--- src/rtl/dma_rd_slice.sv ---
// -----------------------------------------------------------------------------
// dma_rd_slice
//
// Read-side slice engine of the DMA controller. While the DMA FSM holds
// dma_rd_slice_valid high, the engine latches the selected descriptor and
// splits it into AXI AR bursts. Each burst is limited by MAX_BURST_BEATS, by
// the 4 KB page boundary and by the read mode. A credit counter keeps at most
// MAX_OUTSTANDING bursts in flight without their last R beat. Once every
// issued burst has completed (r_last_done), dma_rd_slice_done pulses for one
// cycle. If valid drops mid-slice, the engine stops issuing and waits for the
// bursts already issued to complete. It then returns to IDLE without a done
// pulse.
//
// Ports
//   clk, rst_n                 clock, asynchronous active-low reset
//   csr_desc_src_addr[n]       source address of descriptor n
//   csr_desc_num_bytes[n]      byte count of descriptor n
//   csr_desc_read_mode[n]      0 = increment, 1 = jump (one beat per AR)
//   csr_desc_read_jump_bytes[n] address stride used in jump mode
//   dma_rd_slice_idx/_valid    descriptor request from the DMA FSM
//   dma_rd_slice_done          one-cycle completion pulse
//   m_axi_ar*                  AXI read-address channel (INCR bursts only)
//   r_last_done                pulse: an R beat with rlast was accepted downstream
// -----------------------------------------------------------------------------
module dma_rd_slice #(
  parameter int DMA_ADDR_WIDTH  = 32,
  parameter int DMA_DATA_WIDTH  = 64,
  parameter int DMA_BYTES_WIDTH = 32,
  parameter int DMA_NUM_DESC    = 8,
  parameter int DESC_IDX_WIDTH  = $clog2(DMA_NUM_DESC),
  parameter int MAX_BURST_BEATS = 16,
  parameter int MAX_OUTSTANDING = 4
) (
  input  logic                                            clk,
  input  logic                                            rst_n,
  input  logic [DMA_NUM_DESC-1:0][DMA_ADDR_WIDTH-1:0]     csr_desc_src_addr,
  input  logic [DMA_NUM_DESC-1:0][DMA_BYTES_WIDTH-1:0]    csr_desc_num_bytes,
  input  logic [DMA_NUM_DESC-1:0]                         csr_desc_read_mode,
  input  logic [DMA_NUM_DESC-1:0][DMA_BYTES_WIDTH-1:0]    csr_desc_read_jump_bytes,
  input  logic [DESC_IDX_WIDTH-1:0]                       dma_rd_slice_idx,
  input  logic                                            dma_rd_slice_valid,
  output logic                                            dma_rd_slice_done,
  output logic [DMA_ADDR_WIDTH-1:0]                       m_axi_araddr,
  output logic [7:0]                                      m_axi_arlen,
  output logic [2:0]                                      m_axi_arsize,
  output logic [1:0]                                      m_axi_arburst,
  output logic                                            m_axi_arvalid,
  input  logic                                            m_axi_arready,
  input  logic                                            r_last_done
);

  localparam int BEAT_BYTES = DMA_DATA_WIDTH / 8;
  localparam int LSB        = $clog2(BEAT_BYTES);
  localparam int OUT_W      = $clog2(MAX_OUTSTANDING + 1);
  // Headroom so that offset + remaining + (B-1) cannot overflow.
  localparam int CALC_W     = DMA_BYTES_WIDTH + 2;

  typedef enum logic [2:0] {
    S_IDLE,
    S_LOAD,
    S_CALC,
    S_ADDR,
    S_DRAIN,
    S_DONE
  } state_e;

  state_e                       state_q, state_d;
  logic [DESC_IDX_WIDTH-1:0]    idx_q, idx_d;
  logic [DMA_ADDR_WIDTH-1:0]    addr_q, addr_d;
  logic [DMA_BYTES_WIDTH-1:0]   remaining_q, remaining_d;
  logic                         mode_q, mode_d;
  logic [DMA_BYTES_WIDTH-1:0]   jump_q, jump_d;
  logic [DMA_ADDR_WIDTH-1:0]    araddr_q, araddr_d;
  logic [7:0]                   arlen_q, arlen_d;
  logic [DMA_BYTES_WIDTH-1:0]   bytes_q, bytes_d;
  logic [DMA_ADDR_WIDTH-1:0]    next_addr_q, next_addr_d;
  logic                         abort_q, abort_d;
  logic [OUT_W-1:0]             outstanding_q, outstanding_d;

  // ---------------------------------------------------------------------------
  // Burst sizing for the current position (addr_q, remaining_q).
  // ---------------------------------------------------------------------------
  logic [LSB-1:0]               addr_off;
  logic [CALC_W-1:0]            need;
  logic [11:0]                  page_off;
  logic [12:0]                  to4k;
  logic [8:0]                   beats;
  logic [CALC_W-1:0]            span;
  logic [DMA_BYTES_WIDTH-1:0]   burst_bytes;
  logic [DMA_ADDR_WIDTH-1:0]    burst_next_addr;

  // NOTE: every always_comb output gets a default before any branch, so no
  // path can leave a value unassigned and infer a latch.
  always_comb begin
    addr_off = addr_q[LSB-1:0];
    // Beats needed to cover the remaining bytes from the aligned beat start.
    need     = (CALC_W'(addr_off) + CALC_W'(remaining_q) + CALC_W'(BEAT_BYTES - 1)) >> LSB;
    // Beats left before the next 4 KB page, counted from the aligned start.
    page_off = addr_q[11:0] & ~12'(BEAT_BYTES - 1);
    to4k     = (13'd4096 - {1'b0, page_off}) >> LSB;

    beats = 9'(MAX_BURST_BEATS);
    if (need < CALC_W'(beats)) begin
      beats = 9'(need);
    end
    if (to4k < 13'(beats)) begin
      beats = 9'(to4k);
    end

    // An unaligned start loses the leading offset bytes of the first beat.
    span            = (CALC_W'(beats) << LSB) - CALC_W'(addr_off);
    burst_bytes     = (span < CALC_W'(remaining_q)) ? DMA_BYTES_WIDTH'(span) : remaining_q;
    burst_next_addr = addr_q + DMA_ADDR_WIDTH'(burst_bytes);

    if (mode_q) begin
      // Jump mode: one beat per AR, then stride by the jump distance.
      beats           = 9'd1;
      burst_bytes     = (remaining_q < DMA_BYTES_WIDTH'(BEAT_BYTES)) ?
                        remaining_q : DMA_BYTES_WIDTH'(BEAT_BYTES);
      burst_next_addr = addr_q + DMA_ADDR_WIDTH'(jump_q);
    end
  end

  // ---------------------------------------------------------------------------
  // Slice FSM: next-state and datapath updates.
  // ---------------------------------------------------------------------------
  logic ar_hs;
  assign ar_hs = (state_q == S_ADDR) && m_axi_arready;

  always_comb begin
    state_d     = state_q;
    idx_d       = idx_q;
    addr_d      = addr_q;
    remaining_d = remaining_q;
    mode_d      = mode_q;
    jump_d      = jump_q;
    araddr_d    = araddr_q;
    arlen_d     = arlen_q;
    bytes_d     = bytes_q;
    next_addr_d = next_addr_q;
    abort_d     = abort_q;

    unique case (state_q)
      S_IDLE: begin
        if (dma_rd_slice_valid) begin
          idx_d   = dma_rd_slice_idx;
          abort_d = 1'b0;
          state_d = S_LOAD;
        end
      end

      S_LOAD: begin
        if (!dma_rd_slice_valid) begin
          abort_d = 1'b1;
          state_d = S_DRAIN;
        end else begin
          // The descriptor CSRs are sampled only here.
          addr_d      = csr_desc_src_addr[idx_q];
          remaining_d = csr_desc_num_bytes[idx_q];
          mode_d      = csr_desc_read_mode[idx_q];
          jump_d      = csr_desc_read_jump_bytes[idx_q];
          state_d     = S_CALC;
        end
      end

      S_CALC: begin
        if (!dma_rd_slice_valid) begin
          abort_d = 1'b1;
          state_d = S_DRAIN;
        end else if (remaining_q == '0) begin
          state_d = S_DRAIN;
        end else begin
          // Refreshed every cycle spent waiting for credit; frozen once in ADDR.
          araddr_d    = addr_q;
          arlen_d     = 8'(beats - 9'd1);
          bytes_d     = burst_bytes;
          next_addr_d = burst_next_addr;
          if (outstanding_q < OUT_W'(MAX_OUTSTANDING)) begin
            state_d = S_ADDR;
          end
        end
      end

      S_ADDR: begin
        // A presented AR is never withdrawn; an abort is seen back in CALC.
        if (m_axi_arready) begin
          addr_d      = next_addr_q;
          remaining_d = (remaining_q >= bytes_q) ? (remaining_q - bytes_q) : '0;
          state_d     = S_CALC;
        end
      end

      S_DRAIN: begin
        if (outstanding_q == '0) begin
          state_d = abort_q ? S_IDLE : S_DONE;
        end
      end

      S_DONE: begin
        state_d = S_IDLE;
      end

      default: begin
        state_d = S_IDLE;
      end
    endcase
  end

  // ---------------------------------------------------------------------------
  // Outstanding-burst credit counter. A completion with nothing in flight is
  // ignored; an accept and a completion in the same cycle cancel out.
  // ---------------------------------------------------------------------------
  logic r_dec;
  assign r_dec = r_last_done && (outstanding_q != '0);

  always_comb begin
    outstanding_d = outstanding_q;
    if (ar_hs && !r_dec) begin
      outstanding_d = outstanding_q + OUT_W'(1);
    end else if (!ar_hs && r_dec) begin
      outstanding_d = outstanding_q - OUT_W'(1);
    end
  end

  // ---------------------------------------------------------------------------
  // State registers.
  // ---------------------------------------------------------------------------
  // NOTE: sequential state uses non-blocking assignments only, so every flop
  // samples the pre-edge value of every other flop regardless of block order.
  always_ff @(posedge clk or negedge rst_n) begin
    if (!rst_n) begin
      state_q       <= S_IDLE;
      idx_q         <= '0;
      addr_q        <= '0;
      remaining_q   <= '0;
      mode_q        <= 1'b0;
      jump_q        <= '0;
      araddr_q      <= '0;
      arlen_q       <= '0;
      bytes_q       <= '0;
      next_addr_q   <= '0;
      abort_q       <= 1'b0;
      outstanding_q <= '0;
    end else begin
      state_q       <= state_d;
      idx_q         <= idx_d;
      addr_q        <= addr_d;
      remaining_q   <= remaining_d;
      mode_q        <= mode_d;
      jump_q        <= jump_d;
      araddr_q      <= araddr_d;
      arlen_q       <= arlen_d;
      bytes_q       <= bytes_d;
      next_addr_q   <= next_addr_d;
      abort_q       <= abort_d;
      outstanding_q <= outstanding_d;
    end
  end

  // Outputs decode straight from registered state, so an asynchronous reset
  // drops arvalid and done at once.
  assign m_axi_arvalid     = (state_q == S_ADDR);
  assign m_axi_araddr      = araddr_q;
  assign m_axi_arlen       = arlen_q;
  assign m_axi_arsize      = 3'(LSB);
  assign m_axi_arburst     = 2'b01;
  assign dma_rd_slice_done = (state_q == S_DONE);

endmodule

--- config.mk ---
export PLATFORM = sky130hd
export DESIGN_NAME = dma_rd_slice
export DESIGN_NICKNAME = d
export VERILOG_FILES = /design/src/rtl/dma_rd_slice.sv
export SDC_FILE = /design/constraint.sdc
export NUM_CORES = 1
export LEC_CHECK = 0
export CORE_AREA = 4 4 326 328
export DETAILED_ROUTE_END_ITERATION = 10
export DIE_AREA = 0 0 330 332
export PLACE_DENSITY = 0.53
export SETUP_SLACK_MARGIN = 0.1
export SLEW_MARGIN = 15
export SYNTH_ARGS = -nofsm -noshare
export SYNTH_HDL_FRONTEND = slang
export SYNTH_SLANG_ARGS = --single-unit
export TNS_END_PERCENT = 30
--- constraint.sdc ---
create_clock -name clk -period 10.5 [get_ports clk]
set_input_delay 2.1 -clock clk [delete_from_list [all_inputs] [get_ports clk]]
set_output_delay 2.1 -clock clk [all_outputs]
set_load 0.01 [all_outputs]
==> reports/results.ini, run 1 <==
[placed_design]
dpl.hpwl_microns=105500
place_inst=4391
pre_cts_ws_ps=-770.1
place.port_buffers=825
routabilityCongestion=0.9881

[setup_path]
cp-start-kind=register
cp_slowest_cell=a311o_2
crit_arrival_ps=10630
critPathKind=reg -> reg
critPathMaxFanout=9
endpoint_kind=register
critPathRequiredTime_ps=10950
slowest_delay_ps=440
crit_top_cell=a21oi_2

[power_and_ir_drop]
finalPower_uw=9930
seqPwrFrac_pct=16.1
intPower_uw=5301
p_per_area_nw_per_um2=303.4
combPwrFrac_pct=73.8
switchingPower_uw=4629
clkPwrFrac_pct=10.1
power_leakage_uw=0.01329
vdd_ir_drop_max_mv=0.1728
switching_share_pct=46.61

[floorplanning]
core_sq_um=103200
initial_core_util_pct=19.58
die_x_microns=330
ios=831
core.rowCount=118
die-area_sq_um=109600
dieHeight_microns=332

[layout]
n_fill_cell=10740
multi_input_area_sq_um=14520
syn_to_final_growth_pct=62.01
drive_gt1_share_pct=18.81
layout.nets=3956
instances_no_fill=4473
seq_area_sq_um=5293

[logic_synthesis]
synth.avg_cell_area_sq_um=9.454
synth_cell_types=89
yosysSeqAreaShare_pct=26.13
synth.most_common_cell=nand2_1
syn_area_sq_um=20200
ys_ff_latch=211
synthTopCellsByArea=dfrtp_1 (26%), mux4_2 (22%), ha_1 (6.9%)
ys.flop_type=dfrtp_1
async_reset_ff_share_pct=100.0
yosys-top-cells-count=nand2_1 (295), dfrtp_1 (211), mux4_2 (194)
synth_top_area_share_pct=26.13
yosysTopAreaCell=dfrtp_1
synthCells=2137
synth_edf_count=0
synth_warnings=0

[clock_tree]
cts-root-buf=clkbuf_16
h-tree-depth=1
cts_tree=built
numCtsBuffers=27
worstSkewPairLatency_ps=580
clk_pin_slew_worst_paths_ps=60
cts.sinks=211
clockBufferDepth=3
hold_buffers=0

[sta]
slew_violations=0
setup_violations=0
tns_ps=0
hold_viol=0
fin_crit_ps=10170
max_slew_margin_pct=25.11
period_share_pct=96.88
finClkSkew_ps=24.82
worst-slew-pin-transition_ps=1123
rsz0062_at_grt=true
clock.fmax_ghz=0.09831
setup_slack_ps=328.0

[grt]
grt_overflow=0
grt_max_degree=100
antenna_found_initial=60
track_usage_pct=21.70
grt_pass1_vias=21370
grt_pass1_wl_microns=168000

[detailed_routing]
drtPass1Iterations=5
drt_first_iter_violations=1515
detail-route-antenna-nets=0
via_per_inst=4.745
wirelength_microns=123700
drc=0
drt-wirelength-per-cell_microns=27.65
dr_total_vias=21220

[min_path]
hold_class=reg -> reg

[outcome]
outcome=finished clean

[job]
maxCapViolCount=0

==> flip-flops by register name, summed over array words and instances, names as in the netlist <==
register / cells
jump_q: 32
m_axi_arlen: 8
remaining_q: 32
m_axi_araddr: 32
state_q: 3
outstanding_q: 3
next_addr_q: 32
abort_q: 1
idx_q: 3
mode_q: 1
bytes_q: 32
addr_q: 32
==> area by class of cell <==
type | count | share of cell area [%]
clock buffers | 36 | 2.351
diodes | 15 | 0.1147
repair buffers | 1026 | 30.05
inverters | 105 | 1.204
clock inverters | 13 | 0.4855
flip-flops and latches | 211 | 16.17
multi-input cells | 1687 | 44.35
well taps | 1380 | 5.275
==> repair_timing <==
action | 4_1_cts | 5_1_grt
pin swaps | 9 | 43
resized for setup | 33 | 82
gates cloned | 0 | 0
setup endpoints to repair | 24 | 22
buffers inserted | 2 | 16
==> critical path, delay by kind of cell, from the launching register on <==
family / cells / cell delay (ps)
compound gates: 25 / 4800
xor+xnor: 2 / 350
fa+ha+maj: 6 / 1450
buf+inv: 7 / 1000
flops: 1 / 380
mux: 1 / 250
simple gates: 9 / 1800
==> cell usage in the layout, fill, tap and decap left out, types with 9 or more instances in the layout <==
cell             netlist  routed
o21ai_0              167     156
xnor2_1               54      52
a21o_1                42      42
clkbuf_16              0      27
nand2b_1              15      15
nor3_1                31      27
mux2i_1               97      96
a21oi_1              190     174
mux4_2               194     194
o21bai_1              13      12
a211oi_1              11       9
nor2_1               133     126
nor2b_1               10      10
clkdlybuf4s50_1        0     824
nand4_1               18      18
o211ai_1              11      11
nand2_1              295     293
a31oi_1               17      14
o21ai_1                5      13
mux2_2                20      19
dfrtp_1              211     207
inv_1                103      99
a22oi_1                9       9
diode_2                0      15
conb_1                 2       9
nand3_1               41      37
a21oi_2                0      15
buf_4                 11     191
xor2_1                26      24
and3_1                10       9
o21a_1                11      11
ha_1                 111     102
==> layer usage <==
| layer | GRT usage, % | vias to the layer above | part of all wire, % |
|---|---|---|---|
| li1 | - | 9833 | - |
| met1 | 27.01 | 10470 | 41 |
| met2 | 37.94 | 770 | 51 |
| met3 | 4.309 | 147 | 6.0 |
| met4 | 6.123 | 8 | 2.8 |
| met5 | 0 | - | 0.040 |
==> metrics by stage <==
| step | hold WS, ps | cell area [sq um] | utilization [%] |
|---|---|---|---|
| after CTS | 477.9 | 32190 | 31.20 |
| after global routing | 499.7 | 32730 | 31.71 |
| after detailed placement | 463.0 | 31070 | 30.11 |
| after global placement | 459.9 | 31070 | 30.11 |
| after floorplan | 444.9 | 20240 | - |
| final | 473.3 | 32730 | 31.72 |
==> worst paths after layout <==
| check | slack (ps) | cells past startpoint | end | start |
|---|---|---|---|---|
| hold reg to reg | 470 | 2 | m_axi_araddr[21]$_DFFE_PN0P_ | m_axi_araddr[21]$_DFFE_PN0P_ |
| hold / removal | 470 | 2 | m_axi_araddr[21]$_DFFE_PN0P_ | m_axi_araddr[21]$_DFFE_PN0P_ |
| setup reg to reg | 330 | 50 | next_addr_q[26]$_DFFE_PN0P_ | addr_q[2]$_DFFE_PN0P_ |
| min in group asynchronous | 1550 | 1 | m_axi_araddr[10]$_DFFE_PN0P_ | rst_n |
| max in group asynchronous | 7420 | 2 | idx_q[0]$_DFFE_PN0P_ | rst_n |
| setup / recovery | 330 | 50 | next_addr_q[26]$_DFFE_PN0P_ | addr_q[2]$_DFFE_PN0P_ |
==> power by group through the flow <==
stage / Combinational, uW / Sequential, uW / Clock (uW)
5_1_grt: 7970 / 1650 / 1050
3_5_place_dp: 6840 / 1620 / 0
2_1_floorplan: 4210 / 1410 / 0
3_3_place_gp: 6840 / 1610 / 0
4_1_cts: 7010 / 1600 / 1020
6_report: 7330 / 1600 / 999
==> cells by family after synthesis <==
kind of cell	count (synthesis)	synth area share, %
adder cells (fa/ha/maj)	114	7.172
buffers and inverters	246	4.992
other	2	0.03717
XOR/XNOR	81	3.586
AND/OR/NAND/NOR	616	13.77
AO/OA/AOI/OAI	555	16.68
flip-flops	211	26.13
multiplexers	312	27.62
Power figures use the tool's default switching activity.
==> inputs of run 2 (changes only) <==
--- a/config.mk
+++ b/config.mk
@@ -10,7 +10,7 @@
 export DIE_AREA = 0 0 330 332
 export PLACE_DENSITY = 0.53
 export SETUP_SLACK_MARGIN = 0.1
-export SLEW_MARGIN = 15
+export SLEW_MARGIN = 20
 export SYNTH_ARGS = -nofsm -noshare
 export SYNTH_HDL_FRONTEND = slang
 export SYNTH_SLANG_ARGS = --single-unit
==> constraint.sdc (replaced) <==
create_clock -name clk -period 9.1 [get_ports clk]
set_input_delay 1.82 -clock clk [delete_from_list [all_inputs] [get_ports clk]]
set_output_delay 1.82 -clock clk [all_outputs]
set_load 0.01 [all_outputs]
==> run 2 against run 1 <==
Effect of this change: non-clock buffer count grew 93; fmax grew 2.8%; register-to-register slack lost 1100 ps; highest routed layer is now met4; via count grew 2.1%; core utilization grew 0.75 points; cell count grew 1.9%; count of clock-buffer cells in the layout grew 3; sequential power grew 14%; the flow now finishes with violations (setup timing).
==> reports/results.ini, run 2 (same netlist as run 1, synthesis figures left out) <==
[min_path]
hp-start=m_axi_araddr[18]$_DFFE_PN0P_
hold_path_end=m_axi_araddr[18]$_DFFE_PN0P_
min_path_cells=2  ; unchanged
hold_class=reg -> reg

[power_and_ir_drop]
power_leakage_uw=0.01380  ; +3.9%
p_per_area_nw_per_um2=352.0  ; +16%
finalPower_uw=11790  ; +19%
vdd_ir_drop_max_mv=0.2616  ; +51%

[sta]
rsz0062_at_grt=true
fin_crit_ps=9892  ; -280.1 ps
period_share_pct=108.7  ; +12 points
setup_slack_ps=-791.9  ; -1120 ps
max_slew_margin_pct=29.40  ; +4.3 points
hold_viol=0  ; unchanged
slew_violations=0  ; unchanged
setup_violations=21  ; +21
worst-slew-pin-transition_ps=1059  ; -64.43 ps
holdWs_ps=474.3  ; +1.026 ps
finClkSkew_ps=18.72  ; -6.096 ps
tns_ps=-10750  ; -10750 ps
clock.fmax_ghz=0.1011  ; +2.8%

[setup_path]
critPathRequiredTime_ps=9550  ; -1400 ps
cp_top_family=compound AO/OA/AOI/OAI gates
crit_arrival_ps=10340  ; -290 ps
r2r_end=next_addr_q[26]$_DFFE_PN0P_
ff2ff_path_depth=51  ; +2.0%
critPathKind=reg -> reg
cp-start-kind=register
cp_slowest_cell=or4_4
reg2reg_slack_ps=-790  ; -1120 ps
r2r-start=addr_q[2]$_DFFE_PN0P_
cp_num_buf_inv=8  ; +1
critPathMaxFanout=5  ; -4
endpoint_kind=register
slowest_delay_ps=540  ; +100 ps

[detailed_routing]
drt_first_iter_violations=1528  ; +0.86%
drc=0  ; unchanged
detail-route-antenna-nets=0  ; unchanged
drtPass1Iterations=5  ; unchanged
wirelength_microns=124700  ; +0.82%
dr_total_vias=21670  ; +2.1%
drt-wirelength-per-cell_microns=27.35  ; -1.1%
via_per_inst=4.752  ; +0.15%

[layout]
final_cell_mix=clkdlybuf4s50_1 (824), nand2_1 (294), buf_4 (278)
instances_no_fill=4560  ; +1.9%
syn_to_final_growth_pct=65.85
layout.nets=4048  ; +2.3%
final_common_cell=clkdlybuf4s50_1
drive_gt1_share_pct=21.21  ; +2.4 points

[clock_tree]
hold_buffers=0  ; unchanged
cts_tree=built
cts.sinks=211  ; unchanged
h-tree-depth=1  ; unchanged
numCtsBuffers=26  ; -3.7%
clk_pin_slew_worst_paths_ps=70  ; about the same
worstSkewPairLatency_ps=570  ; about the same
cts-root-buf=clkbuf_16
clockBufferDepth=3  ; unchanged

[outcome]
outcome=finished, violations left
violations=setup timing

[floorplanning]
die_x_microns=330  ; unchanged
die-area_sq_um=109600  ; unchanged
core.rowCount=118  ; unchanged
ios=831  ; unchanged
initial_core_util_pct=19.58  ; unchanged
core_sq_um=103200  ; unchanged
dieHeight_microns=332  ; unchanged

[grt]
track_usage_pct=21.84  ; +0.15 points
grt_overflow=0  ; unchanged
antenna_found_initial=62  ; +3.3%
grt_pass1_vias=21980  ; +2.9%
grt_pass1_wl_microns=170700  ; +1.6%
grt_max_degree=103  ; +3.0%

[placed_design]
place.port_buffers=825  ; unchanged
pre_cts_ws_ps=-951.5  ; -181.3 ps
dpl.hpwl_microns=106700  ; +1.1%
routabilityCongestion=1.024  ; +3.6%
place_inst=4477  ; +2.0%

[job]
maxCapViolCount=0  ; unchanged

## run 2: metal layers
layer  up-vias  track usage [%]  wire length, microns
li1      10010                -                     -
met1     10770            27.93                 51620
met2       756            39.93                 64730
met3       138            2.519                  6051
met4         0            3.535                  2310
met5         -                0                     0
## run 2: timing repair
action                     4_1_cts  5_1_grt
gates resized for setup         63       43
setup endpoints to repair       27       29
buffers inserted                16        7
pin swaps                       51       30
cloned                           1        0
## run 2: worst min-delay path: cells and delay by family (launching register included)
family / cells / cell delay, ps
AND/OR/NAND/NOR: 2 / 100
flip-flops: 1 / 340
## run 2: metrics by stage
step / instance area, sq um / utilization, %
after CTS: 33180 / 32.15
after detailed placement: 31880 / 30.89
final: 33510 / 32.47
after floorplan: 20410 / -
after global placement: 31880 / 30.89
after global routing: 33490 / 32.45
## run 2: final cells by class
cell class | instances | area [sq um]
fill | 10730 | 69700
multi-input combinational | 1687 | 14540
timing repair buffer | 1119 | 10610
sequential | 211 | 5293
tap | 1380 | 1727
clock buffer | 39 | 790.8
inverter | 105 | 394.1
clock inverter | 8 | 125.1
antenna | 11 | 27.53
## run 2: where the power goes
| part | switching, uW | internal, uW |
|---|---|---|
| clock network | 454 | 683 |
| logic | 4460 | 4370 |
| registers | 482 | 1340 |
## run 2: how the worst max path moves through the flow
stage	start	end	slack (ps)	cells past startpoint
6_report	addr_q[2]$_DFFE_PN0P_	next_addr_q[26]$_DFFE_PN0P_	-790	51
5_1_grt	addr_q[2]$_DFFE_PN0P_	next_addr_q[28]$_DFFE_PN0P_	-1220	47
4_1_cts	addr_q[2]$_DFFE_PN0P_	next_addr_q[26]$_DFFE_PN0P_	-800	50
3_5_place_dp	addr_q[2]$_DFFE_PN0P_	next_addr_q[31]$_DFFE_PN0P_	-950	46
3_3_place_gp	remaining_q[2]$_DFFE_PN0P_	next_addr_q[31]$_DFFE_PN0P_	-890	46
2_1_floorplan	addr_q[2]$_DFFE_PN0P_	next_addr_q[26]$_DFFE_PN0P_	-560	47
